--- config.mk ---
export PLATFORM = sky130hd
export DESIGN_NAME = signal_tracker_query_sequencer
export DESIGN_NICKNAME = d
export VERILOG_FILES = /design/src/rtl/signal_tracker_query_sequencer.sv
export SDC_FILE = /design/constraint.sdc
export NUM_CORES = 1
export LEC_CHECK = 0
export BUFFER_PORTS_ARGS = -buffer_cell sky130_fd_sc_hd__buf_2
export CORE_UTILIZATION = 52
export DETAILED_ROUTE_END_ITERATION = 12
export GPL_TIMING_DRIVEN = 0
export PLACE_DENSITY = 0.87
export SYNTH_ARGS = -nofsm -noshare
export SYNTH_HDL_FRONTEND = slang
export SYNTH_SLANG_ARGS = --single-unit
--- constraint.sdc ---
create_clock -name clk -period 3.92 [get_ports clk]
set_input_delay 0.196 -clock clk [delete_from_list [all_inputs] [get_ports clk]]
set_output_delay 0.196 -clock clk [all_outputs]
set_load 0.03 [all_outputs]
--- src/rtl/signal_tracker_query_sequencer.sv ---
// ---------------------------------------------------------------------------
// signal_tracker_query_sequencer
//
// Queues timestamped trace events, turns each timestamp into a cycles-back
// look-up against the time-test signal tracker, runs the
// recalculate_time / data_valid handshake and hands one tagged record per
// event to the downstream trace packer.
//
// Optional feature macro: SIGNAL_TRACKER_QUERY_STATS_EN
//   When defined, adds saturating 16-bit statistics outputs
//   stat_queries / stat_misses / stat_timeouts.
//
// Ports:
//   clk               system clock
//   rst_n             asynchronous active-low reset
//   counter           free-running cycle counter shared with the tracker
//   event_valid/ready event push handshake (ready = queue not full)
//   event_time        counter value at which the event occurred
//   event_tag         opaque event identifier
//   recalculate_time  look-up request to the tracker
//   value_in          number of cycles back to search
//   data_valid        tracker result valid
//   time_out_start    tracker result start (all-ones = none)
//   time_out_end      tracker result end   (all-ones = none)
//   rec_valid/ready   record handshake towards the packer
//   rec_tag           tag of the originating event
//   rec_start/rec_end captured interval
//   rec_status        00 ok, 01 not found, 10 out of window, 11 timeout
// ---------------------------------------------------------------------------
module signal_tracker_query_sequencer #(
    parameter int FIFO_DEPTH     = 4,
    parameter int BUFFER_WIDTH   = 8,
    parameter int TAG_WIDTH      = 8,
    parameter int TIMEOUT_CYCLES = 16
) (
    input  logic                 clk,
    input  logic                 rst_n,
    input  logic [31:0]          counter,
    input  logic                 event_valid,
    output logic                 event_ready,
    input  logic [31:0]          event_time,
    input  logic [TAG_WIDTH-1:0] event_tag,
    output logic                 recalculate_time,
    output logic [31:0]          value_in,
    input  logic                 data_valid,
    input  logic [31:0]          time_out_start,
    input  logic [31:0]          time_out_end,
    output logic                 rec_valid,
    input  logic                 rec_ready,
    output logic [TAG_WIDTH-1:0] rec_tag,
    output logic [31:0]          rec_start,
    output logic [31:0]          rec_end,
    output logic [1:0]           rec_status
`ifdef SIGNAL_TRACKER_QUERY_STATS_EN
    ,
    output logic [15:0]          stat_queries,
    output logic [15:0]          stat_misses,
    output logic [15:0]          stat_timeouts
`endif
);

    localparam int AW  = (FIFO_DEPTH > 1) ? $clog2(FIFO_DEPTH) : 1;
    localparam int PW  = AW + 1;
    localparam int TCW = $clog2(TIMEOUT_CYCLES) + 1;

    localparam logic [TCW-1:0] TMO_LAST   = TCW'(TIMEOUT_CYCLES - 1);
    localparam logic [31:0]    BUF_LIMIT  = 32'(BUFFER_WIDTH);
    localparam logic [31:0]    ALL_ONES   = 32'hFFFF_FFFF;

    localparam logic [1:0] STS_OK      = 2'b00;
    localparam logic [1:0] STS_MISS    = 2'b01;
    localparam logic [1:0] STS_WINDOW  = 2'b10;
    localparam logic [1:0] STS_TIMEOUT = 2'b11;

    typedef enum logic [2:0] {
        ST_IDLE    = 3'd0,
        ST_CHECK   = 3'd1,
        ST_REQ     = 3'd2,
        ST_RELEASE = 3'd3,
        ST_EMIT    = 3'd4
    } state_e;

    // ---------------- FIFO storage and pointers ----------------
    logic [31:0]          fifo_time_q [FIFO_DEPTH];
    logic [TAG_WIDTH-1:0] fifo_tag_q  [FIFO_DEPTH];
    logic [PW-1:0]        wr_ptr_q, wr_ptr_d;
    logic [PW-1:0]        rd_ptr_q, rd_ptr_d;
    logic                 event_ready_q, event_ready_d;
    logic                 push_s;
    logic                 pop_s;
    logic                 empty_s;
    logic [31:0]          head_time_s;
    logic [TAG_WIDTH-1:0] head_tag_s;

    // ---------------- sequencer state ----------------
    state_e               state_q, state_d;
    logic [31:0]          held_time_q, held_time_d;
    logic [TAG_WIDTH-1:0] held_tag_q, held_tag_d;
    logic [31:0]          value_in_q, value_in_d;
    logic                 recalc_q, recalc_d;
    logic [TCW-1:0]       tmo_cnt_q, tmo_cnt_d;
    logic                 rec_valid_q, rec_valid_d;
    logic [TAG_WIDTH-1:0] rec_tag_q, rec_tag_d;
    logic [31:0]          rec_start_q, rec_start_d;
    logic [31:0]          rec_end_q, rec_end_d;
    logic [1:0]           rec_status_q, rec_status_d;
    logic [31:0]          delta_s;

    assign push_s      = event_valid && event_ready_q;
    assign empty_s     = (wr_ptr_q == rd_ptr_q);
    assign head_time_s = fifo_time_q[rd_ptr_q[AW-1:0]];
    assign head_tag_s  = fifo_tag_q[rd_ptr_q[AW-1:0]];

    // The +1 accounts for the tracker sampling the signal one cycle late.
    assign delta_s = counter - held_time_q + 32'd1;

    // FIFO entry storage, written on every accepted push
    always_ff @(posedge clk or negedge rst_n) begin
        if (!rst_n) begin
            for (int i = 0; i < FIFO_DEPTH; i++) begin
                fifo_time_q[i] <= 32'd0;
                fifo_tag_q[i]  <= '0;
            end
        end else if (push_s) begin
            fifo_time_q[wr_ptr_q[AW-1:0]] <= event_time;
            fifo_tag_q[wr_ptr_q[AW-1:0]]  <= event_tag;
        end
    end

    // Next pointers; ready is registered from the next-cycle occupancy so it
    // stays exact while remaining a flop output.
    always_comb begin
        wr_ptr_d = wr_ptr_q;
        rd_ptr_d = rd_ptr_q;
        if (push_s) begin
            wr_ptr_d = wr_ptr_q + PW'(1);
        end else begin
            wr_ptr_d = wr_ptr_q;
        end
        if (pop_s) begin
            rd_ptr_d = rd_ptr_q + PW'(1);
        end else begin
            rd_ptr_d = rd_ptr_q;
        end
        event_ready_d = !((wr_ptr_d[AW] != rd_ptr_d[AW]) &&
                          (wr_ptr_d[AW-1:0] == rd_ptr_d[AW-1:0]));
    end

    // FIFO pointer and ready registers
    always_ff @(posedge clk or negedge rst_n) begin
        if (!rst_n) begin
            wr_ptr_q      <= '0;
            rd_ptr_q      <= '0;
            event_ready_q <= 1'b0;
        end else begin
            wr_ptr_q      <= wr_ptr_d;
            rd_ptr_q      <= rd_ptr_d;
            event_ready_q <= event_ready_d;
        end
    end

    // Sequencer next-state and registered-output logic
    always_comb begin
        state_d      = state_q;
        held_time_d  = held_time_q;
        held_tag_d   = held_tag_q;
        value_in_d   = value_in_q;
        recalc_d     = recalc_q;
        tmo_cnt_d    = tmo_cnt_q;
        rec_valid_d  = rec_valid_q;
        rec_tag_d    = rec_tag_q;
        rec_start_d  = rec_start_q;
        rec_end_d    = rec_end_q;
        rec_status_d = rec_status_q;
        pop_s        = 1'b0;

        case (state_q)
            ST_IDLE: begin
                if (!empty_s) begin
                    pop_s       = 1'b1;
                    held_time_d = head_time_s;
                    held_tag_d  = head_tag_s;
                    state_d     = ST_CHECK;
                end else begin
                    state_d = ST_IDLE;
                end
            end

            ST_CHECK: begin
                if (delta_s <= 32'd1) begin
                    // Event not yet visible in tracker history; keep waiting.
                    state_d = ST_CHECK;
                end else if (delta_s > BUF_LIMIT) begin
                    rec_start_d  = ALL_ONES;
                    rec_end_d    = ALL_ONES;
                    rec_status_d = STS_WINDOW;
                    rec_tag_d    = held_tag_q;
                    rec_valid_d  = 1'b1;
                    state_d      = ST_EMIT;
                end else begin
                    value_in_d = delta_s;
                    recalc_d   = 1'b1;
                    tmo_cnt_d  = '0;
                    state_d    = ST_REQ;
                end
            end

            ST_REQ: begin
                if (data_valid) begin
                    rec_start_d  = time_out_start;
                    rec_end_d    = time_out_end;
                    rec_status_d = (time_out_start == ALL_ONES) ? STS_MISS : STS_OK;
                    recalc_d     = 1'b0;
                    state_d      = ST_RELEASE;
                end else if (tmo_cnt_q == TMO_LAST) begin
                    recalc_d     = 1'b0;
                    rec_start_d  = ALL_ONES;
                    rec_end_d    = ALL_ONES;
                    rec_status_d = STS_TIMEOUT;
                    rec_tag_d    = held_tag_q;
                    rec_valid_d  = 1'b1;
                    state_d      = ST_EMIT;
                end else begin
                    tmo_cnt_d = tmo_cnt_q + TCW'(1);
                    state_d   = ST_REQ;
                end
            end

            ST_RELEASE: begin
                // The tracker must drop data_valid before any new request.
                if (!data_valid) begin
                    rec_tag_d   = held_tag_q;
                    rec_valid_d = 1'b1;
                    state_d     = ST_EMIT;
                end else begin
                    state_d = ST_RELEASE;
                end
            end

            ST_EMIT: begin
                if (rec_ready) begin
                    rec_valid_d = 1'b0;
                    state_d     = ST_IDLE;
                end else begin
                    state_d = ST_EMIT;
                end
            end

            default: begin
                recalc_d    = 1'b0;
                rec_valid_d = 1'b0;
                state_d     = ST_IDLE;
            end
        endcase
    end

    // Sequencer state and output registers
    always_ff @(posedge clk or negedge rst_n) begin
        if (!rst_n) begin
            state_q      <= ST_IDLE;
            held_time_q  <= 32'd0;
            held_tag_q   <= '0;
            value_in_q   <= 32'd0;
            recalc_q     <= 1'b0;
            tmo_cnt_q    <= '0;
            rec_valid_q  <= 1'b0;
            rec_tag_q    <= '0;
            rec_start_q  <= 32'd0;
            rec_end_q    <= 32'd0;
            rec_status_q <= 2'b00;
        end else begin
            state_q      <= state_d;
            held_time_q  <= held_time_d;
            held_tag_q   <= held_tag_d;
            value_in_q   <= value_in_d;
            recalc_q     <= recalc_d;
            tmo_cnt_q    <= tmo_cnt_d;
            rec_valid_q  <= rec_valid_d;
            rec_tag_q    <= rec_tag_d;
            rec_start_q  <= rec_start_d;
            rec_end_q    <= rec_end_d;
            rec_status_q <= rec_status_d;
        end
    end

    assign event_ready      = event_ready_q;
    assign recalculate_time = recalc_q;
    assign value_in         = value_in_q;
    assign rec_valid        = rec_valid_q;
    assign rec_tag          = rec_tag_q;
    assign rec_start        = rec_start_q;
    assign rec_end          = rec_end_q;
    assign rec_status       = rec_status_q;

`ifdef SIGNAL_TRACKER_QUERY_STATS_EN
    function automatic logic [15:0] sat_inc16(input logic [15:0] v);
        return (v == 16'hFFFF) ? v : (v + 16'd1);
    endfunction

    logic [15:0] stat_queries_q, stat_queries_d;
    logic [15:0] stat_misses_q, stat_misses_d;
    logic [15:0] stat_timeouts_q, stat_timeouts_d;

    // Statistics: requests counted when issued, outcomes when accepted
    always_comb begin
        stat_queries_d  = stat_queries_q;
        stat_misses_d   = stat_misses_q;
        stat_timeouts_d = stat_timeouts_q;
        if ((state_q == ST_CHECK) && (state_d == ST_REQ)) begin
            stat_queries_d = sat_inc16(stat_queries_q);
        end else begin
            stat_queries_d = stat_queries_q;
        end
        if (rec_valid_q && rec_ready) begin
            case (rec_status_q)
                STS_MISS, STS_WINDOW: stat_misses_d   = sat_inc16(stat_misses_q);
                STS_TIMEOUT:          stat_timeouts_d = sat_inc16(stat_timeouts_q);
                default: begin
                    stat_misses_d   = stat_misses_q;
                    stat_timeouts_d = stat_timeouts_q;
                end
            endcase
        end else begin
            stat_misses_d   = stat_misses_q;
            stat_timeouts_d = stat_timeouts_q;
        end
    end

    // Statistics registers
    always_ff @(posedge clk or negedge rst_n) begin
        if (!rst_n) begin
            stat_queries_q  <= 16'd0;
            stat_misses_q   <= 16'd0;
            stat_timeouts_q <= 16'd0;
        end else begin
            stat_queries_q  <= stat_queries_d;
            stat_misses_q   <= stat_misses_d;
            stat_timeouts_q <= stat_timeouts_d;
        end
    end

    assign stat_queries  = stat_queries_q;
    assign stat_misses   = stat_misses_q;
    assign stat_timeouts = stat_timeouts_q;
`endif

endmodule

# After elaboration in Yosys (flattened, before gate mapping)
# Index checks and enable logic that the tools add are counted.
# totals
reg_bits,323
inputBits,141
out_inout_bits,109
word_cells,132
# classes
addsub,5
order_cmp,5
eq_ne,18
muxes,60
bitwise,7
n_reduce_logical,15
# ops
operator,count
$mux 32,8
$bwmux 128,1
$pmux 32 s2,2
$bmux 32 s2,1
$demux 32 s2,1
$mux 8,8
$add 32x1->32 const B,1
$bwmux 32,1
$eq 32x32->1 const B,1
$gt 32x4->1 const B,1
$le 32x1->1 const B,1
$sub 32x32->32,1
$mux 3,8
$pmux 8 s3,1
$mux 5,4
$bmux 8 s2,1
$demux 8 s2,1
$ne 2x2->1 const B,8
$pmux 3 s5,1
$mux 1,14
$pmux 5 s2,1
$mux 2,4
$reduce_and 4->1,2
$reduce_and 7->1,1
27 further kinds,37

# Depth between registers and ports, before layout
# Gate-level depths: netlist of the first run.
# depth
ltp_word,7
ltp_mapped,17
depth_no_buf,15

# Worst setup path after synthesis of the first run
# OpenSTA, ideal clock, no wires.
# synth_timing
path_type,register -> register
start,register held_time_q[1]
end,register tmo_cnt_q[4]
setup_ns,0.128
arrival_time_ns,4.206
required_time_ns,3.792
path_slack_ns,-0.414
stages_incl_launch_ff,15
n_path_buf,0
synth_period_minus_slack_ns,4.334
path_cell_list,dfrtp_1 ha_1 inv_1 ha_1 fa_1 a211oi_2 o211ai_1 a31o_2 a21o_1 a2111oi_0 a31oi_1 or4_1 nor4_2 o211a_1 mux2_1
# synth_between
elab_chain_cells,5
word_cells_on_any_way,7
classes_between,2 x add/sub; 2 x order compare; 2 x eq/ne; 1 x reduce/logical
# synth_rtl
element,line_no,source
start: declaration,97,"logic [31:0] held_time_q, held_time_d;"
start signal: assignment,273,held_time_q <= held_time_d;
$sub 32x32->32 *,115,assign delta_s = counter - held_time_q + 32'd1;
$add 32x1->32 *,115,
$gt 32x4->1 or $le 32x1->1 (tied branches),"193, 190",
$ne 2x2->1 (no source line),-,
$reduce_and 5->1 (no source line) *,-,
end signal: assignment,277,tmo_cnt_q <= tmo_cnt_d;
end: declaration,101,"logic [TCW-1:0] tmo_cnt_q, tmo_cnt_d;"
# Every way passes the cells marked *; elsewhere a longest branch is shown, timed or not.
# A chain may end at the register's enable or synchronous reset.

# Worst setup path in the final report of the first run
# layout_timing
start,register held_time_q[1]
end,register rec_end_q[18] (netlist: rec_end[18])
# layout_between
elab_chain_cells,5
word_cells_on_any_way,7
classes_between,2 x add/sub; 2 x order compare; 2 x eq/ne; 1 x reduce/logical
# layout_rtl
element,line_no,source
$sub 32x32->32 *,115,
$add 32x1->32 *,115,
$gt 32x4->1 or $le 32x1->1 (tied branches),"193, 190",
$ne 2x2->1 (no source line),-,
$reduce_and 4->1 (no source line) *,-,
end signal: assignment,281,rec_end_q <= rec_end_d;
end: declaration,105,"logic [31:0] rec_end_q, rec_end_d;"
# Marked as above.

==> flow_summary_export.csv, run 1 <==
group,metric,value,unit
run_status,status,"finished, violations left",
run_status,failed_checks,"negative setup slack",
cells_and_area,design_area,20800,sq um
timing,finalCritPeriodShare,1.16,
pwr,p_total,16.8,mW
die,core_area,29700,sq um
placed_design,hpwlAfterDp,28.4,mm
clock_network,clock_path_buffers,3,
worst_setup_path,crit_arrival,4.95,ns
worst_setup_path,slowest_delay,0.58,ns
timing,finalHoldViolCount,0,
route,detail-route-antenna-nets,0,
die,die_area,31000,sq um
die,ios,250,
placed_design,placedInstanceArea,17700,sq um
synthesis,synth_warnings,0,
worst_setup_path,rr_endpoint,"rec_end[18]$_DFFE_PN0P_",
route,vias,12364,
route,drt_iter0_drc,705,
timing,rsz0062_at_grt,"yes",
synthesis,synth_fa_ha_area_frac,0.0552,
clock_network,cts_tree,"built",
cells_and_area,nets,1905,
synthesis,synthFlopType,"dfrtp_1",
timing,worst_hold_slack,0.0344,ns
synthesis,synth_edf_count,0,
worst_setup_path,critical_path_buf_inv_count,4,
worst_setup_path,critical_path.max_fanout,5,
route,post-route-drc-count,0,
timing,setup_ws,-0.638,ns
pwr,p_leak,9.09,nW
worst_setup_path,cp_top_family,"compound AO/OA/AOI/OAI gates",
worst_setup_path,rr_worst_depth,17,
synthesis,synth_area_per_cell,12.5,sq um
timing,setup_viol,115,
synthesis,synthXorXnorAreaFrac,0.0136,
global_routing,track_usage,0.285,
worst_setup_path,crit_chain,"ha_4, inv_4, ha_4, fa_2, a211oi_4, o211ai_1, a31o_2, a21o_4, xor2_1, a211o_1, or4_4, o311ai_4, buf_6, a2111oi_4, buf_4, clkbuf_8, o22a_1",
route,viasPerCell,5.85,
worst_setup_path,startpoint_type,"register",
pwr,powerDensity,806,nW/um^2
worst_hold_path,hp-class,"input pin to register",
worst_setup_path,critical_path_class,"register to register",
global_routing,grt_max_degree,118,
job,cap_violations,0,
worst_setup_path,r2r-start,"held_time_q[1]$_DFFE_PN0P_",
worst_setup_path,reg2reg_slack,-0.64,ns
clock_network,h-tree-depth,2,
cells_and_area,drive_above_1_share,0.412,
synthesis,synth.distinct_cells,70,
global_routing,grt_pass1_vias,12952,
route,routedWlPerCell,20.9,um
global_routing,overflow,0,
timing,worstMarginPinSlew,0.987,ns
timing,skew,0.0315,ns
synthesis,netlist_instances,1260,
timing,final-max-slew-violation-count,0,
global_routing,grt_first_pass_wirelength,68.7,mm
worst_setup_path,critPathCaptureType,"register",
synthesis,ys_ff_latch,323,
synthesis,synth-async-reset-ratio,1.00,
cells_and_area,fillCellCount,1915,
global_routing,antenna_found_initial,6,
synthesis,synth_top_family_by_area,"multiplexers",
die,start_util,0.531,
pwr,irDropWorstVdd,0.645,mV
worst_setup_path,critPathRequiredTime,4.31,ns
timing,min_period,4.56,ns
worst_setup_path,critical_path.slowest_cell,"or4_4",
synthesis,synthMuxAreaShare,0.194,
route,wl,44.2,mm
die,die-width,176,um
clock_network,root_buffer,"clkbuf_16",
clock_network,path_clk_slew,0.06,ns
cells_and_area,area_growth,31.9,%
clock_network,clk_latency,0.54,ns
placed_design,gp_congestion,0.899,
synthesis,seq_area_frac_synth,0.512,
timing,max_slew_margin,0.342,
timing,fmax,219,MHz
die,die_h,176,um
worst_hold_path,whs_path_depth,4,
synthesis,synth_compound_area_frac,0.114,
clock_network,cts_made_buffers,34,
route,drt-pass1-iter-count,7,
worst_setup_path,crit_path_frequent_cell,"ha_4",
placed_design,portBuffers,249,
clock_network,clock-sinks,323,
synthesis,netlist_area,15800,sq um
worst_hold_path,min-delay-start,"data_valid",
die,num_rows,63,
synthesis,syn-num-nets,1470,
worst_hold_path,holdPathEnd,"tmo_cnt_q[0]$_DFFE_PN0P_",
synthesis,synth-simple-area-share,0.0774,
-- registers in the layout (all words and copies together) (netlist names), 3 cells and up --
name / count
rd_ptr_q: 3
rec_end: 32
held_time_q: 32
state_q: 3
rec_tag: 8
fifo_tag_q: 32
fifo_time_q: 128
rec_start: 32
value_in: 32
wr_ptr_q: 3
tmo_cnt_q: 5
held_tag_q: 8
-- worst max path at each step --
stage | startpoint | cells after the start | endpoint | slack, ns
after global routing | held_time_q[1]$_DFFE_PN0P_ | 17 | rec_end[9]$_DFFE_PN0P_ | -0.73
after detailed placement | held_time_q[13]$_DFFE_PN0P_ | 13 | rec_tag[0]$_DFFE_PN0P_ | -0.70
after floorplan | held_time_q[1]$_DFFE_PN0P_ | 16 | rec_end[24]$_DFFE_PN0P_ | -0.15
after CTS | held_time_q[1]$_DFFE_PN0P_ | 17 | rec_end[15]$_DFFE_PN0P_ | -0.62
final | held_time_q[1]$_DFFE_PN0P_ | 17 | rec_end[18]$_DFFE_PN0P_ | -0.64
after global placement | rst_n | 1 | fifo_time_q[37]$_DFFE_PN0P_ | -3.08
-- kinds of logic (layout without fill, tap and decap cells) --
family / after synthesis / in the layout
fa+ha+maj: 69 / 69
other cells: 0 / 3
compound gates: 257 / 258
simple gates: 234 / 234
xor+xnor: 23 / 23
flops: 323 / 323
buf+inv: 121 / 579
mux: 233 / 233
-- cell type report --
| cell class | count | area [sq um] | area share |
|---|---|---|---|
| Antenna cell | 3 | 7.51 | 0.000361 |
| Buffer | 67 | 418 | 0.0201 |
| Clock buffer | 51 | 1010 | 0.0488 |
| Clock inverter | 9 | 149 | 0.00716 |
| Inverter | 50 | 190 | 0.00914 |
| Multi-Input combinational cell | 817 | 7650 | 0.368 |
| Sequential cell | 323 | 8080 | 0.389 |
| Tap cell | 390 | 488 | 0.0235 |
| Timing Repair Buffer | 402 | 2800 | 0.134 |
-- cells in the mapped netlist, types with 5 or more instances --
cell type	count	share of area
and4_1	6	0.0033
nor2_1	31	0.0074
ha_1	68	0.054
dfrtp_1	323	0.51
xnor2_1	11	0.0061
mux2i_1	8	0.0051
o21bai_1	5	0.0024
o21a_1	6	0.0029
inv_1	50	0.012
buf_1	17	0.0040
o21ai_0	57	0.018
nand2_1	78	0.019
and2_1	31	0.012
mux4_2	40	0.057
o211ai_1	10	0.0048
a2111oi_0	5	0.0028
o21ai_1	8	0.0025
buf_6	6	0.0043
mux2_2	184	0.13
buf_2	14	0.0044
or3_1	11	0.0044
clkbuf_1	32	0.0076
nand3_1	5	0.0016
a211oi_1	11	0.0052
nand4_1	23	0.0091
o22a_1	64	0.036
nor4_1	6	0.0024
a21o_1	14	0.0067
a21oi_1	43	0.014
xor2_1	11	0.0061
nor3_1	17	0.0054
-- per-layer routing --
layer | up-vias | routed length (um) | share of wire | track usage
met5 | - | 74 | 0.0017 | 0
met1 | 6240 | 17100 | 0.39 | 0.334
met2 | 444 | 22900 | 0.52 | 0.508
li1 | 5549 | - | - | -
met4 | 10 | 1630 | 0.037 | 0.118
met3 | 121 | 2500 | 0.057 | 0.0558
-- placed cells by master (no fill, tap or decap), drive strengths merged, types with 4 or more instances in the layout --
master / instances
dfrtp: 323
buf: 322
mux2: 185
dlygate4sd3: 105
clkbuf: 93
nand2: 78
ha: 68
o21ai: 65
o22a: 64
inv: 51
a21oi: 46
mux4: 40
nor2: 31
and2: 31
nand4: 23
nor3: 17
a21o: 14
a211oi: 12
xor2: 11
or3: 11
xnor2: 11
o211ai: 10
mux2i: 8
nor4: 7
o21a: 6
and4: 6
a2111oi: 6
nand3: 5
o21bai: 5
or4: 5
clkinv: 5
and3: 4
nor2b: 4
a31oi: 4
-- where the power goes --
part / switching (mW) / total, mW / internal [mW] / leakage, nW
Combinational: 4.36 / 8.35 / 3.99 / 4.80
Clock: 1.33 / 3.27 / 1.94 / 0.565
Sequential: 0.620 / 5.15 / 4.53 / 3.73
Total: 6.31 / 16.8 / 10.5 / 9.09
-- metrics by stage --
stage	setup slack, ns	TNS [ns]	std cells	util
2_1_floorplan	-0.147	-7.46	1260	-
3_3_place_gp	-3.08	-1041.42	1899	0.593
3_5_place_dp	-0.698	-68.06	1901	0.595
4_1_cts	-0.615	-60.05	2091	0.685
5_1_grt	-0.729	-73.48	2109	0.700
6_report	-0.638	-62.45	2112	0.700
-- worst min-delay path, delay by kind of cell --
kind                   cells  cell delay, ns
buffers and inverters      2            0.18
and+or+nand+nor            1            0.07
muxes                      1            0.06
-- timing repair --
item                       4_1_cts  5_1_grt
hold buffers                   105        0
hold endpoints to repair       317        0
setup buffers                   14       21
setup endpoints to repair      116      116
resized for setup               70       72
pin swaps                       88       47
cloned                          12        0
Note: power is estimated with default switching activity, not from simulation.
==> inputs of run 2 (changes only) <==
--- a/config.mk
+++ b/config.mk
@@ -5,6 +5,7 @@
 export SDC_FILE = /design/constraint.sdc
 export NUM_CORES = 1
 export LEC_CHECK = 0
+export ABC_AREA = 1
 export BUFFER_PORTS_ARGS = -buffer_cell sky130_fd_sc_hd__buf_2
 export CORE_UTILIZATION = 52
 export DETAILED_ROUTE_END_ITERATION = 12
==> run 2 against run 1 <==
The run now ends clean. Sequential share of layout area grew 1.4 points. Highest routed layer unchanged. Register-to-register slack improved by 0.92 ns. Worst hold slack worse by 0.033 ns. Setup slack improved by 0.92 ns. Total power increased by 7.4%. Final cell count grew 37%. Clock skew fell by 0.017 ns. Global-route usage hardly changed. Utilization decreased by 6.5 points. Critical path type unchanged. Die area rose by 6.0%.
==> flow_summary_export.csv, run 2 <==
group,metric,value,unit
run_status,status,"finished clean",
timing,fmax,275,MHz
worst_setup_path,crit_chain,"ha_1, inv_1, ha_1, fa_2, nand3_1, nand3_2, nand2_1, nand2_2, nand2_1, nand2_1, nand2_1, nand2_1, nand2_1, nand2_1, nor2_1, nand2_1, nor2_4, nand3_1, nand2_1, nand2_1, clkbuf_4, buf_2, nand3_1, nand2_1",
pwr,irDropWorstVdd,0.450,mV
timing,min_period,3.64,ns
global_routing,grt_first_pass_wirelength,75.8,mm
synthesis,yosysMostFrequentCell,"nand2_1",
worst_hold_path,min-delay-start,"event_time[14]",
worst_setup_path,reg2reg_slack,0.28,ns
global_routing,antenna_found_initial,3,
worst_setup_path,startpoint_type,"register",
synthesis,yosys.area.top_type_share,0.483,
clock_network,root_buffer,"clkbuf_16",
worst_hold_path,holdPathEnd,"fifo_time_q[14]$_DFFE_PN0P_",
timing,finalHoldViolCount,0,
cells_and_area,design_area,20100,sq um
route,post-route-drc-count,0,
timing,setup_viol,0,
placed_design,dp.cells,2802,
clock_network,clock_path_buffers,3,
synthesis,seq_area_frac_synth,0.483,
die,die-width,181,um
global_routing,grt_max_degree,133,
synthesis,synth.distinct_cells,40,
worst_setup_path,critical_path_class,"register to register",
pwr,p_clk_frac,0.188,
route,routedWlPerCell,16.2,um
clock_network,path_clk_slew,0.06,ns
die,ios,250,
synthesis,synth_warnings,0,
die,die_area,32900,sq um
worst_hold_path,whs_path_depth,3,
cells_and_area,fin_cells,2900,
synthesis,netlist_area,16700,sq um
worst_setup_path,critPathCaptureType,"register",
worst_setup_path,crit_arrival,4.02,ns
cells_and_area,final_common_cell,"nand2_1",
worst_setup_path,r2r-start,"held_time_q[1]$_DFFE_PN0P_",
cells_and_area,final_cell_mix,"646 x nand2_1, 323 x dfrtp_1, 260 x buf_2",
die,die_h,181,um
worst_setup_path,critical_path_buf_inv_count,3,
worst_setup_path,rr_worst_depth,24,
global_routing,track_usage,0.285,
cells_and_area,drive_above_1_share,0.173,
route,drt-pass1-iter-count,6,
worst_setup_path,slowest_delay,0.39,ns
cells_and_area,top_register,"fifo_time_q",
synthesis,synth_area_leaders,"dfrtp_1 48%, nand2_1 15%, o21ai_0 7.3%, inv_1 5.3%, ha_1 5.1%",
clock_network,clock-sinks,323,
worst_setup_path,crit_path_frequent_cell,"nand2_1",
timing,skew,0.0140,ns
worst_setup_path,rr_endpoint,"rec_end[23]$_DFFE_PN0P_",
placed_design,hpwlAfterDp,33.7,mm
route,wl,47.0,mm
timing,max_slew_margin,0.441,
timing,setup_ws,0.279,ns
route,drt_iter0_drc,1256,
pwr,p_leak,10.9,nW
placed_design,gp_congestion,0.933,
placed_design,place_ws,0.0337,ns
synthesis,yosys.area.top_type,"dfrtp_1",
pwr,switchingPower,8.20,mW
route,vias,15873,
pwr,powerDensity,897,nW/um^2
global_routing,grt_pass1_vias,15447,
clock_network,postCtsSetupRepairBufs,0,
worst_setup_path,critical_path.slowest_cell,"dfrtp_1",
synthesis,synthTopCellsByCount,"647 x nand2_1, 323 x dfrtp_1, 245 x o21ai_0, 238 x inv_1, 176 x nor2_1",
pwr,pwr-share-seq,0.307,
die,start_util,0.529,
timing,final-max-slew-violation-count,0,
route,detail-route-antenna-nets,0,
clock_network,clk_latency,0.52,ns
synthesis,synth_area_per_cell,7.79,sq um
worst_setup_path,cp_top_family,"simple AND/OR/NAND/NOR gates",
worst_setup_path,critPathRequiredTime,4.30,ns
global_routing,overflow,0,
synthesis,ys_ff_latch,323,
cells_and_area,largest_register_ffs,128,
pwr,p_int,9.82,mW
synthesis,synth_edf_count,0,
worst_setup_path,critical_path.max_fanout,10,
timing,worstMarginPinSlew,0.838,ns
pwr,pwr-share-comb,0.505,
job,cap_violations,0,
clock_network,cts_tree,"built",
die,num_rows,65,
placed_design,portBuffers,249,
clock_network,cts_made_buffers,35,
timing,setup_tns,0,ns
die,core_area,31600,sq um
worst_hold_path,hp-class,"input pin to register",
synthesis,synthFlopType,"dfrtp_1",
synthesis,syn-num-nets,2359,
synthesis,netlist_instances,2149,
clock_network,h-tree-depth,2,
pwr,swShare,0.455,
cells_and_area,area_growth,20.0,%
placed_design,placedInstanceArea,18500,sq um
synthesis,synth-async-reset-ratio,1.00,
cells_and_area,nets,2680,
timing,finalCritPeriodShare,0.929,
route,viasPerCell,5.47,
## run 2: changes by cell type in the layout (fill, tap and decap cells not counted), moves of 32 or more
cell,change
o22a_1,-64
o22ai_1,+43
o21ai_0,+196
nand2_1,+569
buf_4,-32
inv_1,+191
nor2_1,+144
clkbuf_1,+37
dlygate4sd3_1,-73
mux2_2,-173
mux4_2,-40
nand3_1,+100
or2_2,+63
## run 2: final cells by class
cell class	instances	area, sq um
timing repair buffer	283	1630
tap	402	503
fill	2617	11600
timing repair inverter	1	7.51
buffer	98	454
multi-input combinational	1482	7300
clock inverter	14	185
inverter	246	927
clock buffer	48	985
antenna	3	7.51
sequential	323	8080
## run 2: per-layer routing
layer  wire length, um  vias up  track usage
met5                16        -            0
met2             22600      777        0.486
met1             18800     7488        0.356
met4              1780        2        0.122
met3              3760      131       0.0487
li1                  -     7475            -
## run 2: power groups by stage
stage | registers [mW] | clock network (mW) | logic (mW)
after detailed placement | 5.53 | 0 | 8.80
after CTS | 5.49 | 3.42 | 8.93
after global placement | 5.47 | 0 | 8.47
after floorplan | 6.14 | 0 | 5.66
after global routing | 5.66 | 3.56 | 10.1
final | 5.52 | 3.39 | 9.10
## run 2: logic make-up (layout without fill, tap and decap cells)
| group | Yosys count | after routing | share of synthesized area |
|---|---|---|---|
| simple gates | 1042 | 1042 | 0.260 |
| flops | 323 | 323 | 0.483 |
| compound gates | 346 | 346 | 0.108 |
| xor+xnor | 15 | 15 | 0.00785 |
| fa+ha+maj | 69 | 69 | 0.0520 |
| other cells | 0 | 3 | 0 |
| buf+inv | 344 | 690 | 0.0822 |
| mux | 10 | 10 | 0.00673 |
## run 2: through the flow
stage / hold slack, ns / utilization / power, mW
after detailed placement: 0.301 / 0.586 / 14.3
after floorplan: -0.0996 / - / 11.8
final: 0.00127 / 0.635 / 18.0
after global routing: 0.00777 / 0.635 / 19.4
after CTS: 0.00103 / 0.633 / 17.8
after global placement: 0.444 / 0.584 / 13.9
## run 2: how the worst max path moves through the flow
stage / startpoint / to / slack (ns) / depth (start not counted)
after floorplan: held_time_q[1]$_DFFE_PN0P_ / rec_start[10]$_DFFE_PN0P_ / 0.82 / 24
after global placement: rst_n / fifo_tag_q[28]$_DFFE_PN0P_ / -3.18 / 1
after detailed placement: held_time_q[1]$_DFFE_PN0P_ / rec_tag[6]$_DFFE_PN0P_ / 0.03 / 22
after CTS: held_time_q[1]$_DFFE_PN0P_ / rec_tag[6]$_DFFE_PN0P_ / 0.02 / 22
after global routing: held_time_q[1]$_DFFE_PN0P_ / rec_end[23]$_DFFE_PN0P_ / -0.01 / 22
final: held_time_q[1]$_DFFE_PN0P_ / rec_end[23]$_DFFE_PN0P_ / 0.28 / 24
## run 2: worst register-to-register path, cell delays in order, from the launching register on
cell and delay (ns):
dfrtp_1 0.39, ha_1 0.28, inv_1 0.04, ha_1 0.23
fa_2 0.39, nand3_1 0.11, nand3_2 0.12, nand2_1 0.10
nand2_2 0.09, nand2_1 0.10, nand2_1 0.09, nand2_1 0.11
nand2_1 0.06, nand2_1 0.06, nand2_1 0.04, nor2_1 0.08
nand2_1 0.09, nor2_4 0.13, nand3_1 0.12, nand2_1 0.12
nand2_1 0.10, clkbuf_4 0.22, buf_2 0.21, nand3_1 0.12
nand2_1 0.12
## run 2: repair_timing
| item | in CTS | in global routing |
|---|---|---|
| hold buffers | 32 | 0 |
| resized for setup | 0 | 9 |
| setup endpoints to repair | 0 | 60 |
| endpoints found under the hold margin | 165 | 0 |
==> inputs of run 3 (changes only) <==
--- a/config.mk
+++ b/config.mk
@@ -7,10 +7,11 @@
 export LEC_CHECK = 0
 export ABC_AREA = 1
 export BUFFER_PORTS_ARGS = -buffer_cell sky130_fd_sc_hd__buf_2
-export CORE_UTILIZATION = 52
+export CAP_MARGIN = 15
+export CORE_UTILIZATION = 45
 export DETAILED_ROUTE_END_ITERATION = 12
 export GPL_TIMING_DRIVEN = 0
-export PLACE_DENSITY = 0.87
+export PLACE_DENSITY = 0.78
 export SYNTH_ARGS = -nofsm -noshare
 export SYNTH_HDL_FRONTEND = slang
 export SYNTH_SLANG_ARGS = --single-unit
==> run 3 against run 2 <==
Die area up 15%. Clock skew up 0.020 ns. Setup slack better by 0.022 ns. Sequential power about the same. Wire length up 1.1%. Design area up 2.9%. Critical path type unchanged.
==> flow_summary_export.csv, run 3 (synthesized netlist as in run 2, its figures left out) <==
group,metric,value,unit
die,start_util,0.457,
timing,worst_hold_slack,0.00887,ns
worst_setup_path,slowest_delay,0.40,ns
global_routing,met2_usage,0.431,
route,viasPerCell,5.20,
clock_network,path_clk_slew,0.06,ns
worst_setup_path,critPathCaptureType,"register",
cells_and_area,largest_register_ffs,128,
placed_design,hpwlAfterDp,33.7,mm
global_routing,grt-busiest-layer,"met2",
pwr,p_total,18.2,mW
clock_network,h-tree-depth,2,
pwr,irDropWorstVdd,0.434,mV
worst_hold_path,min-delay-start,"event_tag[7]",
timing,final-max-slew-violation-count,0,
worst_setup_path,critical_path_buf_inv_count,3,
pwr,swShare,0.448,
route,vias,15665,
pwr,pwr-share-comb,0.498,
worst_setup_path,cp_top_family,"simple AND/OR/NAND/NOR gates",
worst_setup_path,critical_path.max_fanout,10,
worst_setup_path,rr_worst_depth,24,
die,die-width,195,um
worst_setup_path,rr_endpoint,"rec_end[19]$_DFFE_PN0P_",
placed_design,portBuffers,249,
job,cap_violations,0,
timing,finalCritPeriodShare,0.923,
worst_setup_path,reg2reg_slack,0.30,ns
die,core_area,36600,sq um
cells_and_area,top_register,"fifo_time_q",
pwr,p_leak,11.1,nW
placed_design,placedInstanceArea,18700,sq um
worst_hold_path,holdPathEnd,"fifo_tag_q[31]$_DFFE_PN0P_",
placed_design,gp_congestion,0.936,
global_routing,grt_first_pass_wirelength,77.5,mm
route,routedWlPerCell,15.8,um
pwr,pwr-share-seq,0.305,
clock_network,clock-sinks,323,
worst_hold_path,hp-class,"input pin to register",
global_routing,grt_max_degree,105,
placed_design,dp.cells,2869,
route,drt-pass1-iter-count,5,
worst_hold_path,whs_path_depth,3,
worst_setup_path,critPathRequiredTime,4.32,ns
timing,min_period,3.62,ns
run_status,status,"finished clean",
die,num_rows,70,
die,die_h,195,um
timing,skew,0.0338,ns
worst_setup_path,crit_chain,"ha_1, inv_1, ha_1, fa_2, nand3_1, nand3_2, nand2_1, nand2_2, nand2_1, nand2_1, nand2_1, nand2_1, nand2_1, nand2_1, nor2_1, nand2_1, nor2_4, nand3_1, nand2_1, nand2_1, buf_4, buf_2, nand3_1, nand2_1",
timing,rsz0062_at_grt,"yes",
cells_and_area,utilization,0.564,
clock_network,cts_made_buffers,36,
die,die_area,38000,sq um
timing,max_slew_margin,0.587,
route,wl,47.5,mm
clock_network,root_buffer,"clkbuf_16",
cells_and_area,final_common_cell,"nand2_1",
timing,fmax,276,MHz
global_routing,grt_pass1_vias,15418,
route,detail-route-antenna-nets,0,
clock_network,postCtsSetupRepairBufs,0,
global_routing,track_usage,0.254,
placed_design,place_ws,-0.0554,ns
pwr,p_int,10.0,mW
global_routing,overflow,0,
timing,worstMarginPinSlew,0.619,ns
route,drt_iter0_drc,1111,
clock_network,cts_tree,"built",
cells_and_area,design_area,20700,sq um
global_routing,antenna_found_initial,4,
die,ios,250,
timing,setup_viol,0,
cells_and_area,final_cell_mix,"647 x nand2_1, 323 x dfrtp_1, 260 x buf_2",
clock_network,clk_latency,0.54,ns
timing,setup_tns,0,ns
clock_network,clock_path_buffers,3,
worst_setup_path,crit_arrival,4.02,ns
worst_setup_path,startpoint_type,"register",
pwr,powerDensity,879,nW/um^2
cells_and_area,fin_cells,3010,
route,post-route-drc-count,0,
cells_and_area,nets,2718,
pwr,switchingPower,8.13,mW
timing,setup_ws,0.300,ns
cells_and_area,area_growth,23.5,%
timing,finalHoldViolCount,0,
cells_and_area,drive_above_1_share,0.171,
global_routing,met3_usage,0.0390,
worst_setup_path,critical_path_class,"register to register",
worst_setup_path,r2r-start,"held_time_q[1]$_DFFE_PN0P_",
global_routing,gr-usage-met1,0.321,
worst_setup_path,crit_path_frequent_cell,"nand2_1",
worst_setup_path,critical_path.slowest_cell,"dfrtp_1",
pwr,p_clk_frac,0.197,
## run 3: cell types whose count changed in the layout (fill, tap and decap cells not counted), moves of 2 or more
cell,change
diode_2,+3
dlygate4sd3_1,+37
clkinv_2,-2
clkbuf_16,+3
clkbuf_8,+3
clkinvlp_4,-3
## run 3: worst max-delay path by stage
stage / slack [ns] / start / endpoint / cells after the start
detailed placement: -0.06 / held_time_q[1]$_DFFE_PN0P_ / rec_tag[0]$_DFFE_PN0P_ / 22
floorplan: 0.82 / held_time_q[1]$_DFFE_PN0P_ / rec_start[10]$_DFFE_PN0P_ / 24
global placement: -3.26 / rst_n / fifo_tag_q[4]$_DFFE_PN0P_ / 1
CTS: 0.08 / held_time_q[1]$_DFFE_PN0P_ / state_q[2]$_DFF_PN0_ / 22
global route: -0.006 / held_time_q[1]$_DFFE_PN0P_ / state_q[2]$_DFF_PN0_ / 22
finish: 0.30 / held_time_q[1]$_DFFE_PN0P_ / rec_end[19]$_DFFE_PN0P_ / 24
## run 3: what timing repair did
item                       4_1_cts  5_1_grt
setup endpoints to repair       10      100
gates resized for setup          1        6
hold buffers                    69        0
cloned                           0        0
hold endpoints to repair       240        0
## run 3: layout make-up
class	instances	area (sq um)
clock inverter	11	173
fill	3249	16000
multi-input combinational	1482	7290
buffer	98	454
tap	468	586
timing repair buffer	321	2030
clock buffer	55	1100
sequential	323	8080
antenna	6	15.0
inverter	246	926
## run 3: worst reg2reg max path, cell delays in order, from the launching register on
cell and delay (ns):
dfrtp_1 0.40, ha_1 0.28, inv_1 0.04, ha_1 0.23, fa_2 0.39, nand3_1 0.11
nand3_2 0.11, nand2_1 0.10, nand2_2 0.09, nand2_1 0.10, nand2_1 0.09, nand2_1 0.11
nand2_1 0.06, nand2_1 0.06, nand2_1 0.04, nor2_1 0.08, nand2_1 0.11, nor2_4 0.14
nand3_1 0.11, nand2_1 0.12, nand2_1 0.10, buf_4 0.20, buf_2 0.19, nand3_1 0.11
nand2_1 0.11
## run 3: power by group through the flow
stage | Sequential, mW | Clock (mW) | Combinational, mW
after floorplan | 6.14 | 0 | 5.66
after global placement | 5.48 | 0 | 8.53
after detailed placement | 5.54 | 0 | 8.77
after CTS | 5.51 | 3.63 | 8.92
after global routing | 5.68 | 3.77 | 10.1
final | 5.54 | 3.58 | 9.03
## run 3: layer usage
metal,wire length [um],part of all wire
met1,19900,0.42
met2,22500,0.47
met3,3270,0.069
met4,1810,0.038
met5,0,0
